**src/rtl/ps2_receiver_pkg.sv**
```systemverilog
// Shared constants, FSM state type and frame helpers for the PS/2 receive path.
package ps2_receiver_pkg;

  localparam logic LOW  = 1'b0;
  localparam logic HIGH = 1'b1;
  localparam logic YES  = 1'b1;
  localparam logic NO   = 1'b0;

  // Bit-count value held while waiting for the stop bit (start counts as bit 1).
  localparam logic [3:0] StopBitIdx = 4'd10;

  typedef enum logic [0:0] {
    StIdle,
    StReceive
  } ps2_state_e;

  // True when the data byte plus parity bit carry an odd number of ones.
  function automatic logic odd_parity_ok(input logic [8:0] bits);
    return ^bits;
  endfunction

endpackage

```
**src/rtl/ps2_input_filter.sv**
```systemverilog
// Two-flop synchroniser, FILTER_LEN-sample debounce and falling-edge pulse for one PS/2 line.
module ps2_input_filter
  import ps2_receiver_pkg::*;
#(
  parameter int unsigned FILTER_LEN = 8
) (
  input  logic clk,
  input  logic reset_low,
  input  logic pin_i,
  output logic fall_o
);

  localparam int unsigned CntW = (FILTER_LEN > 1) ? $clog2(FILTER_LEN + 1) : 1;

  logic [1:0]      sync_q, sync_d;
  logic            level_q, level_d;
  logic [CntW-1:0] cnt_q, cnt_d;
  logic            flip;

  always_ff @(posedge clk or negedge reset_low) begin
    if (!reset_low) begin
      sync_q  <= 2'b11;
      level_q <= HIGH;
      cnt_q   <= '0;
    end else begin
      sync_q  <= sync_d;
      level_q <= level_d;
      cnt_q   <= cnt_d;
    end
  end

  // Any sample that agrees with the current level restarts the run count.
  always_comb begin
    sync_d  = {sync_q[0], pin_i};
    level_d = level_q;
    cnt_d   = '0;
    flip    = NO;
    if (sync_q[1] != level_q) begin
      if (cnt_q == CntW'(FILTER_LEN - 1)) begin
        flip    = YES;
        level_d = ~level_q;
      end else begin
        cnt_d = cnt_q + CntW'(1);
      end
    end
  end

  assign fall_o = flip & level_q;

endmodule

```
**src/rtl/ps2_receiver.sv**
```systemverilog
// PS/2 keyboard frame receiver delivering scan codes over a valid/ready handshake.
module ps2_receiver
  import ps2_receiver_pkg::*;
#(
  parameter int unsigned FILTER_LEN     = 8,
  parameter int unsigned TIMEOUT_CYCLES = 50000
) (
  input  logic       clk,
  input  logic       reset_low,
  input  logic       ps2_clk_pin,
  input  logic       ps2_data_pin,
  output logic       frame_error,
  input  logic       scan_code_ready,
  output logic       scan_code_valid,
  output logic [7:0] scan_code
);

  localparam int unsigned ToW = $clog2(TIMEOUT_CYCLES + 1);

  ps2_state_e     state_q, state_d;
  logic [1:0]     data_sync_q;
  logic [3:0]     bit_cnt_q, bit_cnt_d;
  logic [8:0]     shift_q, shift_d;
  logic [ToW-1:0] timeout_q, timeout_d;
  logic [7:0]     code_q, code_d;
  logic           valid_q, valid_d;
  logic           error_q, error_d;

  logic       clk_fall;
  logic       data_bit;
  logic [9:0] frame_w;
  logic       frame_done;
  logic       frame_good;
  logic       timeout_hit;

  ps2_input_filter #(
    .FILTER_LEN(FILTER_LEN)
  ) u_clk_filter (
    .clk      (clk),
    .reset_low(reset_low),
    .pin_i    (ps2_clk_pin),
    .fall_o   (clk_fall)
  );

  assign data_bit = data_sync_q[1];
  assign frame_w  = {data_bit, shift_q};

  always_ff @(posedge clk or negedge reset_low) begin
    if (!reset_low) begin
      state_q <= StIdle;
    end else begin
      state_q <= state_d;
    end
  end

  always_comb begin
    state_d = state_q;
    unique case (state_q)
      StIdle:    if (clk_fall && data_bit == LOW) state_d = StReceive;
      StReceive: if (frame_done || timeout_hit) state_d = StIdle;
      default:   state_d = StIdle;
    endcase
  end

  always_comb begin
    frame_done  = NO;
    timeout_hit = NO;
    if (state_q == StReceive) begin
      frame_done  = clk_fall && (bit_cnt_q == StopBitIdx);
      timeout_hit = !clk_fall && (timeout_q == ToW'(TIMEOUT_CYCLES - 1));
    end
    frame_good = frame_done && (frame_w[9] == HIGH) && odd_parity_ok(frame_w[8:0]);
  end

  always_ff @(posedge clk or negedge reset_low) begin
    if (!reset_low) begin
      data_sync_q <= 2'b11;
      bit_cnt_q   <= '0;
      shift_q     <= '0;
      timeout_q   <= '0;
      code_q      <= 8'h00;
      valid_q     <= NO;
      error_q     <= NO;
    end else begin
      data_sync_q <= {data_sync_q[0], ps2_data_pin};
      bit_cnt_q   <= bit_cnt_d;
      shift_q     <= shift_d;
      timeout_q   <= timeout_d;
      code_q      <= code_d;
      valid_q     <= valid_d;
      error_q     <= error_d;
    end
  end

  always_comb begin
    bit_cnt_d = bit_cnt_q;
    shift_d   = shift_q;
    timeout_d = '0;
    unique case (state_q)
      StIdle: begin
        if (clk_fall && data_bit == LOW) begin
          bit_cnt_d = 4'd1;
          shift_d   = '0;
        end
      end
      StReceive: begin
        if (clk_fall) begin
          shift_d   = {data_bit, shift_q[8:1]};
          bit_cnt_d = bit_cnt_q + 4'd1;
        end else begin
          timeout_d = timeout_q + ToW'(1);
        end
        if (frame_done || timeout_hit) begin
          bit_cnt_d = '0;
          timeout_d = '0;
        end
      end
      default: bit_cnt_d = '0;
    endcase
  end

  // A transfer in the completing cycle frees the slot, so that is not an overflow.
  always_comb begin
    valid_d = valid_q;
    code_d  = code_q;
    error_d = error_q;
    if (valid_q && scan_code_ready) valid_d = NO;
    if (frame_done) begin
      if (!frame_good) begin
        error_d = YES;
      end else if (!valid_q || scan_code_ready) begin
        code_d  = frame_w[7:0];
        valid_d = YES;
      end else begin
        error_d = YES;
      end
    end
    if (timeout_hit) error_d = YES;
  end

  assign frame_error     = error_q;
  assign scan_code_valid = valid_q;
  assign scan_code       = code_q;

endmodule

```
**config.mk**
```make
export PLATFORM = sky130hd
export DESIGN_NAME = ps2_receiver
export DESIGN_NICKNAME = d
export VERILOG_FILES = /design/src/rtl/ps2_receiver_pkg.sv /design/src/rtl/ps2_input_filter.sv /design/src/rtl/ps2_receiver.sv
export SDC_FILE = /design/constraint.sdc
export NUM_CORES = 1
export LEC_CHECK = 0
export CAP_MARGIN = 25
export CORE_ASPECT_RATIO = 0.6
export CORE_MARGIN = 1
export CORE_UTILIZATION = 35
export DETAILED_ROUTE_END_ITERATION = 8
export SYNTH_ARGS = -nofsm -noshare
export SYNTH_HDL_FRONTEND = slang
export SYNTH_SLANG_ARGS = --single-unit
```
**constraint.sdc**
```tcl
create_clock -name clk -period 1.72 [get_ports clk]
set_input_delay 0.344 -clock clk [delete_from_list [all_inputs] [get_ports clk]]
set_output_delay 0.344 -clock clk [all_outputs]
set_load 0.01 [all_outputs]
```
### Word level (Yosys, flattened, before mapping)

Index checks and enable logic that the tools add are counted.

* equal/unequal tests: 8
* bitwise operators: 4
* reductions and logical operators: 17
* muxes and demuxes: 27
* $add $sub $neg: 3

Operators with widths (count)
* 16-bit two-way mux: 3
* 4-bit two-way mux: 5
* 9-bit two-way mux: 2
* 9-bit case mux with 2 select lines: 1
* 16-bit by 1-bit adder with 16-bit output (second input constant): 1
* 16-bit equality test (second input constant): 1
* 1-bit two-way mux: 14
* 9-bit parity: 1
* 4-bit by 1-bit adder with 4-bit output (second input constant): 2
* 4-bit case mux with 2 select lines: 1
* 2-bit AND reduction: 4
* 1-bit logical AND: 6
* 4-bit by 3-bit equality test with 1-bit output (second input constant): 1
* 4-bit equality test (second input constant): 1
* 3-bit by 1-bit inequality test with 1-bit output (second input constant): 1
* 3-bit inequality test (second input constant): 1
* 1-bit inverter: 3
* 3-bit AND reduction: 1
* 1-bit logical NOT: 2
* 1-bit logical OR: 2
* 2-bit by 1-bit inequality test with 1-bit output (second input constant): 1
* 2-bit inequality test (second input constant): 1
* 1-bit case mux with 2 select lines: 1
* 2-bit nonzero test: 1
* other kinds (2): 2

* logic and storage cells: 70
* output and inout bits: 10
* bits of input ports: 5
* flip-flop bits (word level): 49

### Logic depth before layout (Yosys ltp)

Gate-level depths: netlist (run 1).

* depth after elaboration: 11
* mapped depth: 7

### Modules after synthesis

Synthesis (run 1) repeated with hierarchy kept, for this count alone.

* cell total of the unflattened synthesis: 189
* area total of the unflattened synthesis: 2235.9 µm²

By module, submodules not included
* ps2_receiver: sequential area each 1053.5 µm², area an instance 1939.4 µm², instances 1, cells an instance 169
* ps2_input_filter: sequential area each 178.9 µm², area an instance 296.5 µm², instances 1, cells an instance 20

### Worst setup path after synthesis (run 1)

Ideal clock, no wire load.

* path type: register to register
* start point: register timeout_q[4]
* end point: register bit_cnt_q[3]
* data required time: 1.599 ns
* slack: -0.177 ns
* setup time: 0.121 ns
* cell stages (with the launch flop): 6
* arrival time: 1.776 ns
* clock period less this slack: 1.897 ns
* buffers on the path: 0
* cell sequence: dfrtp_1 -> or4b_4 -> nor4_2 -> a211oi_2 -> a21o_1 -> a22o_1

* cells in the longest elaborated chain, start to end: 6

RTL lines
* start: declaration: line ps2_receiver.sv:24 `logic [ToW-1:0] timeout_q, timeout_d;`
* start signal: assignment: line ps2_receiver.sv:88 `timeout_q <= timeout_d;`
* 16-bit equality test *: line ps2_receiver.sv:70 `timeout_hit = !clk_fall && (timeout_q == ToW'(TIMEOUT_CYCLES - 1));`
* 1-bit logical AND *: line ps2_receiver.sv:70
* 1-bit two-way mux *: line ps2_receiver.sv:68 `if (state_q == StReceive) begin`
* 1-bit logical OR *: line ps2_receiver.sv:113 `if (frame_done || timeout_hit) begin`
* 4-bit two-way mux / 3-bit by 1-bit inequality test with 1-bit output (equally long branches)
* 4-bit case mux with 2 select lines / 2-bit AND reduction (equally long branches)
* end signal: assignment: line ps2_receiver.sv:86 `bit_cnt_q <= bit_cnt_d;`
* end: declaration: line ps2_receiver.sv:22 `logic [3:0] bit_cnt_q, bit_cnt_d;`

Every way passes the cells marked *; elsewhere a longest branch is shown, timed or not.
A chain may end at the register's enable or synchronous reset.

### Final worst setup path (run 1)

* start point: register timeout_q[10]
* end point: register timeout_q[15]

* cells in the longest elaborated chain, start to end: 6

RTL lines
* parallel branches: the longest is 4 deep, another holds 16-bit by 1-bit adder with 16-bit output
* 16-bit two-way mux *: line ps2_receiver.sv:113
* 16-bit two-way mux *: line ps2_receiver.sv:99 `unique case (state_q)`
* via timeout_d[15]: line ps2_receiver.sv:24

Mark *: on every way through the listed nets, which the timed path passes.

==> flow_metrics.tcl, run 1 <==
set metrics [dict create \
    status "finished with violations" \
    violations "negative setup slack" \
    synth_edf_count 0 \
    final_cell_mix "49 x buf_4, 44 x dfrtp_1, 14 x xnor2_1" \
    dieArea_mm2 0.006785 \
    overflow 0 \
    worst-r2r-cell-count 7 \
    final_common_cell "buf_4" \
    start_util_pct 36.61 \
    total_power_w 0.002239 \
    syn2layout_area_growth_pct 41.35 \
    clock_path_buffers 2 \
    synth.cell_area_mm2 0.002257 \
    finalSetupTns_ns -5.735 \
    swShare_pct 22.23 \
    hold_buffers 0 \
    p_sw_w 0.0004978 \
    hold_path.class "primary input to asynchronous set/reset pin" \
    synthXorXnorAreaFrac_pct 9.534 \
    rsz0062_at_grt "true" \
    fin_crit_ns 1.953 \
    p_leak_nw 1.449 \
    r2r-start "timeout_q[10]$_DFF_PN0_" \
    synthAdderAreaFrac_pct 2.217 \
    grt_pass1_vias 1555 \
    drt-initial-drc-count 76 \
    rows 22 \
    crit_arrival_ns 2.15 \
    drive_above_1_share_pct 41.35 \
    use_met3_pct 3.673 \
    worstSkewPairLatency_ns 0.30 \
    htree_num_levels 2 \
    yosys_warnings 0 \
    regArea_mm2 0.001232 \
    fp.dieW_um 105.7 \
    clkSinkCount 49 \
    power_density_mw_per_mm2 701.7 \
    clkTransAtPathRegs_ns 0.09 \
    cp-end-kind "register" \
    grt.total_usage_pct 14.84 \
    io_pins 15 \
    cp_num_buf_inv 2 \
    cts_tree "yes" \
    vias 1673 \
    coreArea_mm2 0.006166 \
    wl_per_cell_um 13.61 \
    final.setup_skew_ns 0.01169 \
    antenna_cells 0 \
    synth_top_family_by_area "simple AND/OR/NAND/NOR gates" \
    pwr-share-comb_pct 8.6 \
    met2_usage_pct 18.95 \
    sequentialPowerShare_pct 55.1 \
    fillers 569 \
    antenna_found_initial 0 \
    via_per_inst 4.780 \
    clkPwrFrac_pct 36.2 \
    fin_crit_sh_pct 113.5 \
    crit_slowest_cell "or4b_4" \
    multi_input_area_mm2 0.001155 \
    drtAntennaViolNets 0 \
    die_h_um 64.21 \
    synthMuxAreaShare_pct 4.933 \
    top_usage_layer "met1" \
    layout.nets 274 \
    wirelength_um 4764 \
    clockRootBuffer "clkbuf_8" \
    numPortBuffers 14 \
    synth_compound_area_share_pct 6.874 \
    crit_start "timeout_q[10]$_DFF_PN0_" \
    use_met1_pct 23.60 \
    p_int_w 0.001741 \
    crit_type "register to register" \
    r2r-end "timeout_q[15]$_DFF_PN0_" \
    final_max_slew_viol_count 0 \
    finalWeightedCongestion 0.8026 \
    syn_avg_cell_area_um2 11.58 \
    postSynthCellCount 195 \
    relSlewSlack_pct 60.45 \
    synth-main-ff-cell "dfrtp_1" \
    synthDistinctLibCells 44 \
    worst_setup_path_start_kind "register" \
    drcViolationCount 0 \
    cap_violations 0 \
    setup_slack_ns -0.2326 \
    finalHoldViolations 0 \
    critPathMaxStageDelay_ns 0.58 \
    yosysSeqAreaShare_pct 54.60 \
    endpoint "timeout_q[15]$_DFF_PN0_" \
    crit_cells 7 \
    synth_nets 204 \
    cp_cell_sequence "or4b_4 > nor4_4 > buf_4 > nor2_4 > nand2_4 > clkbuf_16 > nor2_2" \
    first_pass_iters 4 \
    crit_family "simple AND/OR/NAND/NOR gates" \
    reg2reg_slack_ns -0.23 \
    hpwl_um 3326 \
    cts-buffers-inserted 5 \
    synth_seq_cells 49 \
    crit_required_ns 1.92 \
    grt_pass1_wl_um 7679 \
    critPathMaxFanout 7 \
    ir_worst_vdd_mv 0.6205 \
    final_util_pct 51.75 \
    worstMarginPinSlew_ns 0.5890 \
    grt_max_degree 50 \
    synthArstFlopShare_pct 100.0 \
    setup_viol 30 \
    synth-simple-area-share_pct 19.57 \
    fmax_mhz 512.1 \
]
## how the worst min path moves through the flow
| stage | startpoint | end | slack (ns) | cells past startpoint |
|---|---|---|---|---|
| global placement | reset_low | u_clk_filter.cnt_q[3]$_DFF_PN0_ | 0.35 | 2 |
| finish | reset_low | u_clk_filter.cnt_q[3]$_DFF_PN0_ | 0.01 | 2 |
| global route | reset_low | shift_q[5]$_DFFE_PN0P_ | 0.03 | 2 |
| CTS | reset_low | timeout_q[15]$_DFF_PN0_ | 0.02 | 2 |
| detailed placement | reset_low | u_clk_filter.cnt_q[3]$_DFF_PN0_ | 0.35 | 2 |
| floorplan | reset_low | bit_cnt_q[0]$_DFFE_PN0P_ | 0.05 | 0 |
## flip-flops by register name (all words and copies together), names as in the netlist
| register | cells |
|---|---|
| timeout_q | 16 |
| u_clk_filter.sync_q | 2 |
| data_sync_q | 2 |
| scan_code_valid | 1 |
| frame_error | 1 |
| state_q | 1 |
| bit_cnt_q | 4 |
| u_clk_filter.level_q | 1 |
| scan_code | 8 |
| u_clk_filter.cnt_q | 4 |
| shift_q | 9 |
## metrics by stage
| step | hold slack (ns) | worst slack (ns) | instances | area (um2) |
|---|---|---|---|---|
| detailed placement | 0.3509 | -0.2625 | 336 | 2889 |
| finish | 0.01245 | -0.2326 | 350 | 3191 |
| CTS | 0.01578 | -0.2005 | 348 | 3048 |
| global placement | 0.3462 | -0.2033 | 336 | 2889 |
| floorplan | 0.04841 | -0.1609 | 195 | 2311 |
| global route | 0.02834 | -0.2902 | 350 | 3191 |
## synthesized netlist by cell type, types with 2 or more instances
library cell / instances / share of area [%]
nand2_1: 12 / 2.0
nor2_1: 29 / 4.8
dfrtp_1: 44 / 49
nand3b_1: 3 / 1.0
o21ai_0: 2 / 0.44
dfstp_2: 5 / 5.8
xnor2_1: 14 / 5.4
nand3_1: 7 / 1.6
a22o_1: 9 / 3.5
and4_1: 2 / 0.78
mux2_2: 9 / 4.5
nor3_1: 4 / 0.89
xor2_1: 8 / 3.1
nand4_1: 4 / 1.1
ha_1: 4 / 2.2
nor4_2: 2 / 1.1
or4bb_1: 2 / 1.0
inv_1: 6 / 1.0
buf_4: 2 / 0.66
nor2b_1: 3 / 0.83
## worst reg2reg max path, cell delays in order (launching register included)
cell and delay [ns]:
dfrtp_1 0.39, or4b_4 0.58, nor4_4 0.33, buf_4 0.17
nor2_4 0.04, nand2_4 0.12, clkbuf_16 0.17, nor2_2 0.04
## routing by layer
| layer | routed length [um] | share of wire (%) |
|---|---|---|
| met1 | 2645 | 56 |
| met2 | 1904 | 40 |
| met3 | 159 | 3.3 |
| met4 | 54 | 1.1 |
| met5 | 0 | 0 |
## power by group through the flow
stage | clock, W | sequential (W) | combinational, W
3_5_place_dp | 0 | 0.00126 | 0.000189
3_3_place_gp | 0 | 0.00126 | 0.000191
2_1_floorplan | 0 | 0.00126 | 0.0000871
6_report | 0.000811 | 0.00123 | 0.000194
4_1_cts | 0.000838 | 0.00123 | 0.000192
5_1_grt | 0.000879 | 0.00124 | 0.000218
## logic make-up (layout without fill, tap and decap cells)
group	count (synthesis)	after routing
AOI/OAI and AO/OA	20	20
xor gates and xnor gates	23	23
adders and majority gates	4	4
buffers and inverters	9	80
DFF	49	49
muxes	10	10
and+or+nand+nor	80	80
## repair_timing
| item | CTS | global route |
|---|---|---|
| gates cloned | 0 | 1 |
| resized for setup | 3 | 31 |
| pin swaps | 7 | 10 |
| setup buffers | 4 | 1 |
| endpoints found under the setup margin | 30 | 34 |
## area by class of cell
type	instances	area share [%]
flip-flops and latches	49	38.63
multi-input cells	137	36.20
repair buffers	66	17.80
well taps	84	3.294
clock buffers	6	2.275
clock inverters	2	1.098
inverters	6	0.7059
Power figures use the tool's default switching activity.
==> run 2, diff against run 1 <==
REMOVE_ABC_BUFFERS = 1   (was unset)
==> flow_metrics.tcl, run 2 (synthesized netlist as in run 1, its figures left out) <==
set metrics [dict create \
    status "finished with violations" \
    violations "negative setup slack" \
    final_area_mm2 0.003224 \
    final_cell_mix "52 x buf_4, 44 x dfrtp_1, 13 x xnor2_1, 13 x nor2_4, 13 x clkdlybuf4s50_1" \
    clock_path_buffers 2 \
    crit_type "register to register" \
    p_leak_nw 1.466 \
    drcViolationCount 0 \
    crit_slowest_cell "or4bb_4" \
    drive_above_1_share_pct 42.59 \
    setup_viol 30 \
    cap_violations 0 \
    sequentialPowerShare_pct 57.9 \
    finalWeightedCongestion 0.8189 \
    largest-register "timeout_q" \
    worstMarginPinSlew_ns 0.3497 \
    ir_worst_vdd_mv 0.5494 \
    cp_cell_sequence "or4bb_4 > nor4_4 > buf_4 > nor2_4 > nand2_4 > clkbuf_16 > nor2_2" \
    via_per_inst 4.825 \
    final.setup_skew_ns 0.004160 \
    crit_required_ns 1.92 \
    start_util_pct 36.61 \
    grt_pass1_wl_um 8300 \
    drt-initial-drc-count 74 \
    largest_reg_flops 16 \
    fin_crit_ns 1.973 \
    swShare_pct 24.63 \
    io_pins 15 \
    fmax_mhz 506.7 \
    rows 22 \
    wl_per_cell_um 13.70 \
    grt_pass1_vias 1620 \
    hold_path.class "primary input to asynchronous set/reset pin" \
    power_density_mw_per_mm2 662.6 \
    critPathMaxStageDelay_ns 0.60 \
    dieArea_mm2 0.006785 \
    p_int_w 0.001610 \
    first_pass_iters 4 \
    setup_slack_ns -0.2534 \
    relSlewSlack_pct 76.52 \
    cts-buffers-inserted 5 \
    final_max_slew_viol_count 0 \
    hpwl_um 3327 \
    fin_crit_sh_pct 114.7 \
    cts_tree "yes" \
    grt.total_usage_pct 15.89 \
    r2r-end "timeout_q[5]$_DFF_PN0_" \
    r2r-start "timeout_q[13]$_DFF_PN0_" \
    grt_max_degree 50 \
    dp_slack_ns -0.2954 \
    vias 1708 \
    clkSinkCount 49 \
    reg2reg_slack_ns -0.25 \
    coreArea_mm2 0.006166 \
    critPathMaxFanout 7 \
    htree_num_levels 2 \
    worst_setup_path_start_kind "register" \
    crit_arrival_ns 2.17 \
    clkTransAtPathRegs_ns 0.09 \
    numPortBuffers 14 \
    antenna_found_initial 0 \
    cp-end-kind "register" \
    worstSkewPairLatency_ns 0.30 \
    placed_area_mm2 0.002846 \
    fp.dieW_um 105.7 \
    clockRootBuffer "clkbuf_8" \
    overflow 0 \
    wirelength_um 4850 \
    rsz0062_at_grt "true" \
    final_common_cell "buf_4" \
    finalHoldViolations 0 \
    clkPwrFrac_pct 31.4 \
    p_sw_w 0.0005261 \
    pwr-share-comb_pct 10.7 \
    worst-r2r-cell-count 7 \
    antenna_cells 0 \
    drtAntennaViolNets 0 \
    syn2layout_area_growth_pct 42.85 \
    die_h_um 64.21 \
    layout.nets 278 \
]
run 2: cell types whose count changed in the layout (fill, tap and decap cells not counted), moves of 3 or more:
cell / change
nor2_2: -6
buf_4: +3
nor2_4: +7
mux2_4: -3
mux2_2: +3
run 2: final cells by class:
cell class                      count  area (um2)
Fill cell                         560        2942
Multi-Input combinational cell    137        1176
Inverter                            6       22.52
Clock inverter                      3       17.52
Timing Repair Buffer               70       601.8
Clock buffer                        5       68.82
Tap cell                           84       105.1
Sequential cell                    49        1232
run 2: worst max-delay path by stage:
stage,from,to,slack (ns),cells after the start
4_1_cts,timeout_q[12]$_DFF_PN0_,bit_cnt_q[3]$_DFFE_PN0P_,-0.24,5
3_5_place_dp,timeout_q[12]$_DFF_PN0_,bit_cnt_q[3]$_DFFE_PN0P_,-0.30,5
3_3_place_gp,timeout_q[12]$_DFF_PN0_,bit_cnt_q[3]$_DFFE_PN0P_,-0.26,5
5_1_grt,timeout_q[13]$_DFF_PN0_,bit_cnt_q[3]$_DFFE_PN0P_,-0.32,5
2_1_floorplan,timeout_q[4]$_DFF_PN0_,bit_cnt_q[3]$_DFFE_PN0P_,-0.18,5
6_report,timeout_q[13]$_DFF_PN0_,timeout_q[5]$_DFF_PN0_,-0.25,7
run 2: power by group through the flow:
stage           logic, W  registers (W)  clock network, W
2_1_floorplan  0.0000833        0.00126                 0
3_3_place_gp    0.000191        0.00125                 0
3_5_place_dp    0.000194        0.00125                 0
4_1_cts         0.000196        0.00123          0.000700
5_1_grt         0.000261        0.00124          0.000758
6_report        0.000229        0.00124          0.000671
run 2: what timing repair did:
item,4_1_cts,5_1_grt
cloned,0,1
buffers inserted,2,6
pin swaps,8,19
resized for setup,14,37
setup endpoints to repair,30,39
hold buffers,0,0
run 2: per-layer routing:
metal	part of all wire, %	GRT usage [%]	vias up
met5	0	0	-
met3	3.4	3.367	5
li1	-	-	832
met1	55	25.21	839
met4	0.89	4.688	0
met2	41	21.00	32
run 2: worst max-delay path, delay by kind of cell (launching register included):
| family | cells | cell delay [ns] |
|---|---|---|
| flops | 1 | 0.40 |
| buf+inv | 2 | 0.36 |
| simple gates | 5 | 1.12 |
run 2: through the flow:
stage                     total power, W  TNS [ns]  hold WS, ns  std cells  util, %
after floorplan                 0.001340    -2.927      0.04841        192        -
after global placement          0.001443    -4.678       0.3456        337    46.16
after detailed placement        0.001446    -6.327       0.3473        337    46.16
after CTS                       0.002127    -4.307      0.02356        347    48.99
after global routing            0.002263    -7.761      0.02103        354    52.29
final                           0.002136    -5.765      0.01428        354    52.29
==> run 3, diff against run 2 <==
==> constraint.sdc (replaced) <==
create_clock -name clk -period 1.72 [get_ports clk]
set_input_delay 0.172 -clock clk [delete_from_list [all_inputs] [get_ports clk]]
set_output_delay 0.172 -clock clk [all_outputs]
set_load 0.01 [all_outputs]
==> flow_metrics.tcl, run 3 (synthesized netlist as in run 1, its figures left out) <==
set metrics [dict create \
    finalWeightedCongestion 0.8037 \
    final_util_pct 49.61 \
    worstSkewPairLatency_ns 0.29 \
    syn2layout_area_growth_pct 35.53 \
    rsz0062_at_grt "true" \
    coreArea_mm2 0.006166 \
    p_int_w 0.001601 \
    fmax_mhz 517.8 \
    grt_pass1_vias 1587 \
    io_pins 15 \
    final_area_mm2 0.003059 \
    fp.dieW_um 105.7 \
    top_layer_used "met4" \
    fin_crit_sh_pct 112.3 \
    fillers 578 \
    rows 22 \
    layout.nets 273 \
    htree_num_levels 2 \
    cts-buffers-inserted 5 \
    hold_path.class "primary input to register" \
    final_max_slew_viol_count 0 \
    worstMarginPinSlew_ns 0.6111 \
    antenna_found_initial 0 \
    finalSetupTns_ns -3.934 \
    dp_slack_ns -0.2123 \
    swShare_pct 23.73 \
    antenna_cells 0 \
    cp-end-kind "register" \
    largest_reg_flops 16 \
    vias 1674 \
    clkTransAtPathRegs_ns 0.09 \
    final_common_cell "buf_4" \
    drive_above_1_share_pct 33.58 \
    crit_required_ns 1.91 \
    wirelength_um 4725 \
    worst_setup_path_start_kind "register" \
    first_pass_iters 4 \
    placed_area_mm2 0.002816 \
    start_util_pct 36.61 \
    fin_crit_ns 1.931 \
    numPortBuffers 14 \
    grt.total_usage_pct 15.56 \
    overflow 0 \
    ir_worst_vdd_mv 0.5572 \
    p_leak_nw 1.437 \
    p_sw_w 0.0004979 \
    dieArea_mm2 0.006785 \
    grt_pass1_wl_um 8073 \
    clockRootBuffer "clkbuf_8" \
    drt-initial-drc-count 85 \
    met1Wirelength_um 2626 \
    cts_tree "yes" \
    cap_violations 0 \
    finalHoldViolations 0 \
    violations "negative setup slack" \
    hpwl_um 3378 \
    drcViolationCount 0 \
    dr_wl_met3_um 169 \
    largest-register "timeout_q" \
    met2_length_um 1884 \
    final_cell_mix "48 x buf_4, 44 x dfrtp_1, 29 x nor2_1" \
    status "finished with violations" \
    die_h_um 64.21 \
    grt_max_degree 27 \
    setup_slack_ns -0.2114 \
    crit_type "register to register" \
    wl_per_cell_um 13.54 \
    critPathMaxFanout 2 \
    relSlewSlack_pct 59.26 \
    pwr-share-comb_pct 9.5 \
    setup_viol 30 \
    clkPwrFrac_pct 31.5 \
    clkSinkCount 49 \
    crit_arrival_ns 2.12 \
    via_per_inst 4.797 \
    drtAntennaViolNets 0 \
    sequentialPowerShare_pct 58.9 \
    clock_path_buffers 2 \
    final.setup_skew_ns 0.005391 \
    power_density_mw_per_mm2 686.0 \
]
## run 3: changes by cell type in the layout (fill, tap and decap cells not counted), moves of 2 or more
cell,delta
nor2_4,-13
nor2_2,-5
clkinv_2,-2
nor2_1,+18
buf_4,-4
## run 3: area by class of cell
cell class                      instances  area, um2  area share [%]
Sequential cell                        49       1232           40.29
Inverter                                6      22.52          0.7362
Clock buffer                            6      72.57           2.372
Clock inverter                          2      15.01          0.4908
Timing Repair Buffer                   65      545.5           17.83
Multi-Input combinational cell        137       1066           34.85
Tap cell                               84      105.1           3.436
## run 3: worst paths after layout
check,startpoint,endpoint,slack (ns),cells past startpoint
hold / removal,ps2_data_pin,data_sync_q[0]$_DFF_PN1_,0.27,1
setup reg to reg,timeout_q[4]$_DFF_PN0_,bit_cnt_q[3]$_DFFE_PN0P_,-0.21,5
setup / recovery,timeout_q[4]$_DFF_PN0_,bit_cnt_q[3]$_DFFE_PN0P_,-0.21,5
min in group asynchronous,reset_low,scan_code[3]$_DFFE_PN0P_,0.41,2
hold reg to reg,data_sync_q[0]$_DFF_PN1_,data_sync_q[1]$_DFF_PN1_,0.36,0
max in group asynchronous,reset_low,timeout_q[8]$_DFF_PN0_,0.76,3
## run 3: worst max-delay path, cell delays in order, from the launching register on
cell and delay [ns]:
dfrtp_1 0.40, or4b_4 0.56, nor4_4 0.34, o22ai_2 0.15, a21o_1 0.18, a22o_1 0.20
## run 3: power groups by stage
stage | clock network (W) | logic [W] | registers [W]
global placement | 0 | 0.000186 | 0.00126
finish | 0.000662 | 0.000200 | 0.00124
global route | 0.000754 | 0.000218 | 0.00124
detailed placement | 0 | 0.000188 | 0.00126
CTS | 0.000696 | 0.000198 | 0.00123
floorplan | 0 | 0.0000833 | 0.00126
## run 3: per-layer routing
| layer | global-route usage (%) | up-vias |
|---|---|---|
| li1 | - | 819 |
| met4 | 4.688 | 0 |
| met5 | 0 | - |
| met1 | 24.47 | 824 |
| met2 | 20.59 | 26 |
| met3 | 3.571 | 5 |
## run 3: timing repair
action / in CTS / in global routing
buffers inserted: 4 / 4
gates resized for setup: 14 / 4
hold buffers: 1 / 0
endpoints found under the hold margin: 20 / 0
pin swaps: 10 / 11
setup endpoints to repair: 30 / 38
## run 3: through the flow
| stage | cells | total power (W) | hold slack (ns) |
|---|---|---|---|
| after detailed placement | 333 | 0.001444 | 0.2313 |
| after floorplan | 192 | 0.001340 | -0.1236 |
| after CTS | 346 | 0.002128 | 0.2642 |
| after global routing | 349 | 0.002216 | 0.2673 |
| after global placement | 333 | 0.001442 | 0.2173 |
| final | 349 | 0.002099 | 0.2713 |
